--- src/rtl/obuf_a_data_if.sv ---
// Downstream link handshake between an output buffer and the next router's input buffer.
interface obuf_a_data_if #(
  parameter int unsigned PYLD_W = 17
);
  logic              link_vld;
  logic              link_rdy;
  logic [PYLD_W-1:0] link_payload;

  modport master (output link_vld, output link_payload, input link_rdy);
  modport slave  (input link_vld, input link_payload, output link_rdy);
endinterface

--- src/rtl/obuf_a_data.sv ---
// Per-output-port buffer: captures the granted input-buffer payload into a small FIFO
// and presents the head entry downstream with a valid/ready handshake.
module obuf_a_data #(
  parameter int unsigned PYLD_W = 17,
  parameter int unsigned DEPTH  = 2
) (
  input  logic                  clk,
  input  logic                  rst,
  input  logic                  pg_en,
  input  logic [4:0]            arb_gnt,
  input  logic [5*PYLD_W-1:0]   payload_i,
  output logic                  obuf_rdy,
  obuf_a_data_if.master         link,
  output logic [3:0]            occupancy,
  output logic                  gnt_err
);

  localparam int unsigned N_IN  = 5;
  localparam int unsigned PTR_W = (DEPTH > 1) ? $clog2(DEPTH) : 1;

  logic [PYLD_W-1:0] r_mem [DEPTH];
  logic [PTR_W-1:0]  r_wr_ptr;
  logic [PTR_W-1:0]  r_rd_ptr;
  logic [3:0]        r_occ;
  logic              r_gnt_err;

  logic              w_nonzero;
  logic              w_onehot;
  logic              w_multi;
  logic              w_full;
  logic              w_empty;
  logic              w_push;
  logic              w_pop;
  logic [PYLD_W-1:0] w_sel;

  // Explicit wrap keeps non-power-of-two depths correct.
  function automatic logic [PTR_W-1:0] ptr_inc(input logic [PTR_W-1:0] p);
    return (p == PTR_W'(DEPTH - 1)) ? '0 : p + PTR_W'(1);
  endfunction

  assign w_nonzero = (arb_gnt != 5'd0);
  assign w_onehot  = w_nonzero && ((arb_gnt & (arb_gnt - 5'd1)) == 5'd0);
  assign w_multi   = w_nonzero && !w_onehot;
  assign w_full    = (r_occ == 4'(DEPTH));
  assign w_empty   = (r_occ == 4'd0);

  // Ready is a function of registered state and pg_en only, so no loop through the arbiter.
  assign obuf_rdy  = !rst && !pg_en && !w_full;
  assign w_push    = obuf_rdy && w_onehot;
  assign w_pop     = !w_empty && link.link_rdy;

  always_comb begin
    w_sel = '0;
    for (int i = 0; i < int'(N_IN); i++) begin
      if (arb_gnt[i]) w_sel = w_sel | payload_i[i*PYLD_W +: PYLD_W];
    end
  end

  always_ff @(posedge clk) begin
    if (rst) begin
      r_wr_ptr  <= '0;
      r_rd_ptr  <= '0;
      r_occ     <= 4'd0;
      r_gnt_err <= 1'b0;
      for (int i = 0; i < int'(DEPTH); i++) r_mem[i] <= '0;
    end else begin
      if (w_multi) r_gnt_err <= 1'b1;
      if (w_push) begin
        r_mem[r_wr_ptr] <= w_sel;
        r_wr_ptr        <= ptr_inc(r_wr_ptr);
      end
      if (w_pop) r_rd_ptr <= ptr_inc(r_rd_ptr);
      case ({w_push, w_pop})
        2'b10:   r_occ <= r_occ + 4'd1;
        2'b01:   r_occ <= r_occ - 4'd1;
        default: r_occ <= r_occ;
      endcase
    end
  end

  assign link.link_vld     = !w_empty;
  assign link.link_payload = r_mem[r_rd_ptr];
  assign occupancy         = r_occ;
  assign gnt_err           = r_gnt_err;

endmodule

--- src/flat_wrapper.sv ---
// flat-port wrapper written by rule: the top's interface ports become plain ports
module obuf_a_data_flat 
#(
  parameter int unsigned PYLD_W = 17,
  parameter int unsigned DEPTH  = 2
)
  (clk, rst, pg_en, arb_gnt, payload_i, obuf_rdy, occupancy, gnt_err, link_link_vld, link_link_payload, link_link_rdy);
  obuf_a_data_if #(.PYLD_W(PYLD_W)) link_i ();
  input  logic clk;
  input  logic rst;
  input  logic pg_en;
  input  logic [4:0] arb_gnt;
  input  logic [5*PYLD_W-1:0] payload_i;
  output logic obuf_rdy;
  output logic [3:0] occupancy;
  output logic gnt_err;
  output wire logic [$bits(link_i.link_vld)-1:0] link_link_vld;
  output wire logic [$bits(link_i.link_payload)-1:0] link_link_payload;
  input wire logic [$bits(link_i.link_rdy)-1:0] link_link_rdy;
  assign link_link_vld = link_i.link_vld;
  assign link_link_payload = link_i.link_payload;
  assign link_i.link_rdy = link_link_rdy;
  obuf_a_data #(.PYLD_W(PYLD_W), .DEPTH(DEPTH)) u_core (.clk(clk), .rst(rst), .pg_en(pg_en), .arb_gnt(arb_gnt), .payload_i(payload_i), .obuf_rdy(obuf_rdy), .link(link_i), .occupancy(occupancy), .gnt_err(gnt_err));
endmodule
--- config.mk ---
export PLATFORM = sky130hd
export DESIGN_NAME = obuf_a_data_flat
export DESIGN_NICKNAME = d
export VERILOG_FILES = /design/src/rtl/obuf_a_data_if.sv /design/src/rtl/obuf_a_data.sv /design/src/flat_wrapper.sv
export SDC_FILE = /design/constraint.sdc
export NUM_CORES = 1
export LEC_CHECK = 0
export ABC_AREA = 1
export CORE_UTILIZATION = 37
export CTS_CLUSTER_SIZE = 16
export DETAILED_ROUTE_END_ITERATION = 6
export GPL_TIMING_DRIVEN = 0
export PLACE_DENSITY_LB_ADDON = 0.05
export SETUP_SLACK_MARGIN = 0.02
export SLEW_MARGIN = 10
export SYNTH_ARGS = -nofsm -noshare
export SYNTH_HDL_FRONTEND = slang
export SYNTH_SLANG_ARGS = --single-unit
--- constraint.sdc ---
create_clock -name clk -period 2.6 [get_ports clk]
set_clock_uncertainty 0.1 [all_clocks]
set_input_delay 0.78 -clock clk [delete_from_list [all_inputs] [get_ports clk]]
set_output_delay 0.78 -clock clk [all_outputs]
set_load 0.005 [all_outputs]
# [Yosys cells after proc, flatten, opt, wreduce, memory -nomap -nowiden]
# Memories as Yosys holds them, arrays and structs flattened. A register that Yosys moved wholly into a read port is not among the register bits.
# Index checks and enable logic that the tools add are counted.
[classes] n_addsub=5 n_bitwise=5 n_reduce_logical=16 eq_ne=3 muxes=18
[ops] operator="two-way mux 17 bit" count=6
[ops] operator="bitwise OR 17 bit" count=4
[ops] operator="OR reduction 17 bit" count=1
[ops] operator="two-way mux 1 bit" count=11
[ops] operator="case mux 4 bit (2 select lines)" count=1
[ops] operator="logical AND 1 bit" count=6
[ops] operator="bitwise AND 5 bit" count=1
[ops] operator="logical NOT 1 bit" count=5
[ops] operator="logical NOT 5 bit" count=1
[ops] operator="nonzero test 5 bit" count=1
[ops] operator="subtractor 5 x 1 -> 5 bit, second input constant" count=1
[ops] operator="adder 4 x 1 -> 4 bit, second input constant" count=1
[ops] operator="== test 4 x 2 -> 1 bit, second input constant" count=1
[ops] operator="logical NOT 4 bit" count=1
[ops] operator="subtractor 4 x 1 -> 4 bit, second input constant" count=1
[ops] operator="adder 1 bit, second input constant" count=2
[ops] operator="== test 2 x 1 -> 1 bit, second input constant" count=1
[ops] operator="== test 2 bit, second input constant" count=1
[ops] operator="nonzero test 2 bit" count=1
[totals] output_inout_bits=24 mem_bits_rw=34 memories=1 in_bits=94 wordCells=52 register_bits=7
[mem_list] memory="u_core.r_mem" depth=2 width=17 read_ports=1 rd_ports_with_merged_regs=1 write_ports=2 line="obuf_a_data.sv:21" rtl="logic [PYLD_W-1:0] r_mem [DEPTH];"

# [Longest topological paths before layout]
[logic_depth] depth_word=10 depth_mapped=17 mapped_depth_nobuf=16

# [Worst setup path after synthesis]
# Ideal clock, no wire load.
[synth_timing] path_type="input-to-reg" startpoint="in arb_gnt[1]" endpoint="reg u_core.r_occ[2] (netlist: u_core.occupancy[2])" stages=16 setup_time_ps=115 n_path_buf=1 t_arrival_ps=2491 setup_slack_ps=-106 required_time_ps=2385 path_cell_list="buf_4 > nor2_4 > nand2_2 > nand2_2 > nand2_2 > nor3_4 > inv_1 > ha_1 > nand2_1 > inv_1 > nor2_1 > ha_1 > a21oi_1 > xnor2_1 > o21ai_0 > inv_1"
[synth_between] elab_chain_len=7
[synth_rtl] item="from (decl)" line="flat_wrapper.sv:12" rtl="input logic [4:0] arb_gnt;"
[synth_rtl] item="subtractor 5 x 1 -> 5 bit" line="obuf_a_data.sv:42" rtl="assign w_onehot = w_nonzero && ((arb_gnt & (arb_gnt - 5'd1)) == 5'd0);"
[synth_rtl] item="bitwise AND 5 bit" line="obuf_a_data.sv:42"
[synth_rtl] item="logical NOT 5 bit" line="obuf_a_data.sv:42"
[synth_rtl] item="logical AND 1 bit *" line="obuf_a_data.sv:42"
[synth_rtl] item="logical AND 1 bit *" line="obuf_a_data.sv:49" rtl="assign w_push = obuf_rdy && w_onehot;"
[synth_rtl] item="== test 2 x 1 -> 1 bit / == test 2 bit (equally long branches)" line="obuf_a_data.sv:73" rtl="case ({w_push, w_pop})"
[synth_rtl] item="case mux 4 bit (2 select lines) / nonzero test 2 bit (equally long branches)"
[synth_rtl] item="to (signal assigned)" line="obuf_a_data.sv:74" rtl="2'b10: r_occ <= r_occ + 4'd1;"
[synth_rtl] item="to (signal assigned)" line="obuf_a_data.sv:75" rtl="2'b01: r_occ <= r_occ - 4'd1;"
[synth_rtl] item="to (signal assigned)" line="obuf_a_data.sv:76" rtl="default: r_occ <= r_occ;"
[synth_rtl] item="to (decl)" line="obuf_a_data.sv:24" rtl="logic [3:0] r_occ;"
# Mark *: on every way between the ends. The rest lies on a longest branch, timed or not.
# A chain may end at the register's enable or synchronous reset.

==> metrics.txt <==
Port Buf Inserts about 110; critical path fanouts, max 10; GRT Residual Overflow 0; register area share after synthesis about 50%; CP endpoint kind output port; unrepaired setup endpoints after global routing false; register share of total power 34.3%; Num CTS Buffers 5; DRC 0; Final #Nets ~480; number of DRC markers in iteration 0 75; Req. time, crit path about 1.7 ns; fin area between 3000 and 4000 µm²; MaxCap Viol Count 0; GRT Util Overall roughly 18%; Synth Net Count between 300 and 400; slew of the pin with the lowest slew margin 0.578 ns; Tot Pwr ~2.5 mW; Ys Warns 0; Leak roughly 1.6 nW; final setup fails 0; Psw between 600 and 700 µW; Worst Setup Path Type reg -> out; post-DP HPWL ~4800 µm; Sw Share roughly 27%; Startpoint Class flip-flop; Comb pwr share 40.9%; CTS tree yes; die footprint between 6000 and 7000 µm²; layout cells sized above 1 ~16%; Syn Area/Cell 9.14 µm²; vias per inst around 4.8; Vias 2220; clock power share about 25%; prevailing post-synth register cell edfxtp_1; P&R area growth vs syn 62.6%; synthesized instance count about 260; minimum clock period ~2.5 ns; TritonCTS Sinks between 40 and 50; DR pass1 iterations 4; worst min path class reg -> reg; Hold Path Origin u_core.r_rd_ptr; vias in the first global route around 2.0k; Boundary Pins about 120; Post-synth EDFFs 34; asr flop ratio synth 0%; Root Buffer clkbuf_8; Ant. Diodes 0; Die Y ~82 µm; final wirelength approximately 6100 µm; Worst-path clk slew ~0.080 ns; RR Startpoint u_core.occupancy[0]; Arrival @ worst endpoint roughly 1.6 ns; hold bufs inserted after CTS 0; post-DR wirelength/cell between 10 and 15 µm; Core Box Area between 6000 and 7000 µm²; GP Congestion roughly 0.78; Placement Rows 28; Die X slightly above 80 µm; Fin. Hold Viols 0; status complete, no violations; pwr/cell area roughly 650 nW/µm²; Slew Viols, Final 0; Netlist cell types 23; f_max around 0.40 GHz; Yosys reg bits 42; first-pass GRT wire length approximately 9200 µm; Clk Latency, worst-skew pair approximately 0.29 ns; Initial Util 39.4%; Max-slew headroom between 60% and 70%; Max VDD drop around 0.00054 V; post-synthesis cell area roughly 2400 µm²; initial antenna violation count 0; clock buffer depth 2; placed cell areas 3620 µm²; # fillers between 500 and 600; largest net degree at the start of global routing 19; internal power approximately 1.8 mW; H-tree levels 2; crit share post-route around 95%; post-route ant nets 0
-- through the flow --
step	setup TNS, ns	hold WS [ns]	setup slack, ns	util, %	std cells
after detailed placement	-18.19	0.345	-0.515	59.8	448
after global routing	0	0.378	0.0650	64.0	463
final	0	0.351	0.129	64.0	463
after global placement	-17.72	0.335	-0.506	59.8	448
after floorplan	-0.0783	0.326	-0.0783	-	261
after CTS	0	0.349	0.0115	63.4	462
-- power by group through the flow --
stage	logic (mW)	clock network [mW]	registers [mW]
after global routing	1.13	0.650	0.873
after global placement	0.935	0	0.862
final	1.03	0.624	0.862
after detailed placement	0.942	0	0.864
after floorplan	0.488	0	0.857
after CTS	1.01	0.632	0.859
-- critical path, stage by stage, from the launching register on --
cell	delay [ns]
dfxtp_4	0.36
buf_8	0.14
mux2_2	0.35
clkdlybuf4s50_1	0.45
-- path summary, 6_finish.rpt --
check / to / slack (ns) / cells after the start
hold reg to reg: flip-flop / 0.35 / 1
setup reg to reg: u_core.occupancy[2] / 0.49 / 14
hold / removal: flip-flop / 0.35 / 1
setup / recovery: link_link_payload[7] / 0.13 / 3
-- synthesized netlist by cell type (3+ instances only) --
master / count / area share [%]
nand2_1: 67 / 11
nor2_1: 41 / 6.5
edfxtp_1: 34 / 43
nand3_1: 22 / 4.6
a221oi_1: 17 / 6.2
mux2_2: 17 / 8.0
inv_1: 15 / 2.4
dfxtp_1: 8 / 6.7
a21oi_1: 6 / 1.3
clkbuf_1: 6 / 0.94
o21ai_0: 5 / 1.0
buf_6: 4 / 1.9
ha_1: 3 / 1.6
nand2_2: 3 / 0.79
-- state kept, by name (all words and copies together) (netlist names), named ones only --
signal / cells
u_core.r_mem: 34
u_core.occupancy: 4
u_core.gnt_err: 1
u_core.r_rd_ptr: 1
u_core.r_wr_ptr: 1
-- metal layers --
layer / global-route usage [%] / vias to the layer above / part of all wire [%]
met1: 23.4 / 983 / 45
met3: 4.73 / 5 / 6.2
met4: 4.74 / 0 / 0.86
met2: 30.9 / 82 / 48
met5: 0 / - / 0
li1: - / 1150 / -
-- kinds of logic (layout without fill, tap and decap cells) --
logic type | Yosys count | after routing | synth area share, %
AO/OA/AOI/OAI | 28 | 28 | 8.55
AND/OR/NAND/NOR | 141 | 141 | 25.7
adder cells (fa/ha/maj) | 3 | 3 | 1.57
multiplexers | 17 | 17 | 8.02
buffers and inverters | 29 | 156 | 6.24
XOR/XNOR | 1 | 1 | 0.367
flip-flops | 42 | 42 | 49.5
-- placed cells by master (no fill, tap or decap), types with 4 or more instances in the layout --
cell type,Yosys,final
a21oi_1,6,5
a221oi_1,17,17
buf_4,2,8
buf_6,4,4
clkbuf_1,6,5
clkbuf_8,0,6
clkdlybuf4s50_1,0,109
dfxtp_1,8,7
edfxtp_1,34,34
inv_1,15,14
mux2_2,17,17
nand2_1,67,63
nand2_2,3,6
nand3_1,22,22
nor2_1,41,38
nor2_2,1,4
-- repair_timing --
action,4_1_cts,5_1_grt
endpoints found under the setup margin,54,22
gates resized for setup,13,6
pin swaps,4,5
buffers inserted,7,1
cloned,0,0
-- final cells by class --
type	instances	area, µm²	area share [%]
well taps	75	93.8	2.42
flip-flops and latches	42	1180	30.5
clock buffers	6	82.6	2.13
multi-input cells	190	1110	28.5
plain buffers	13	114	2.93
inverters	15	56.3	1.45
clock inverters	2	60.1	1.55
repair buffers	120	1180	30.4
(Power assumes the default switching activity.)
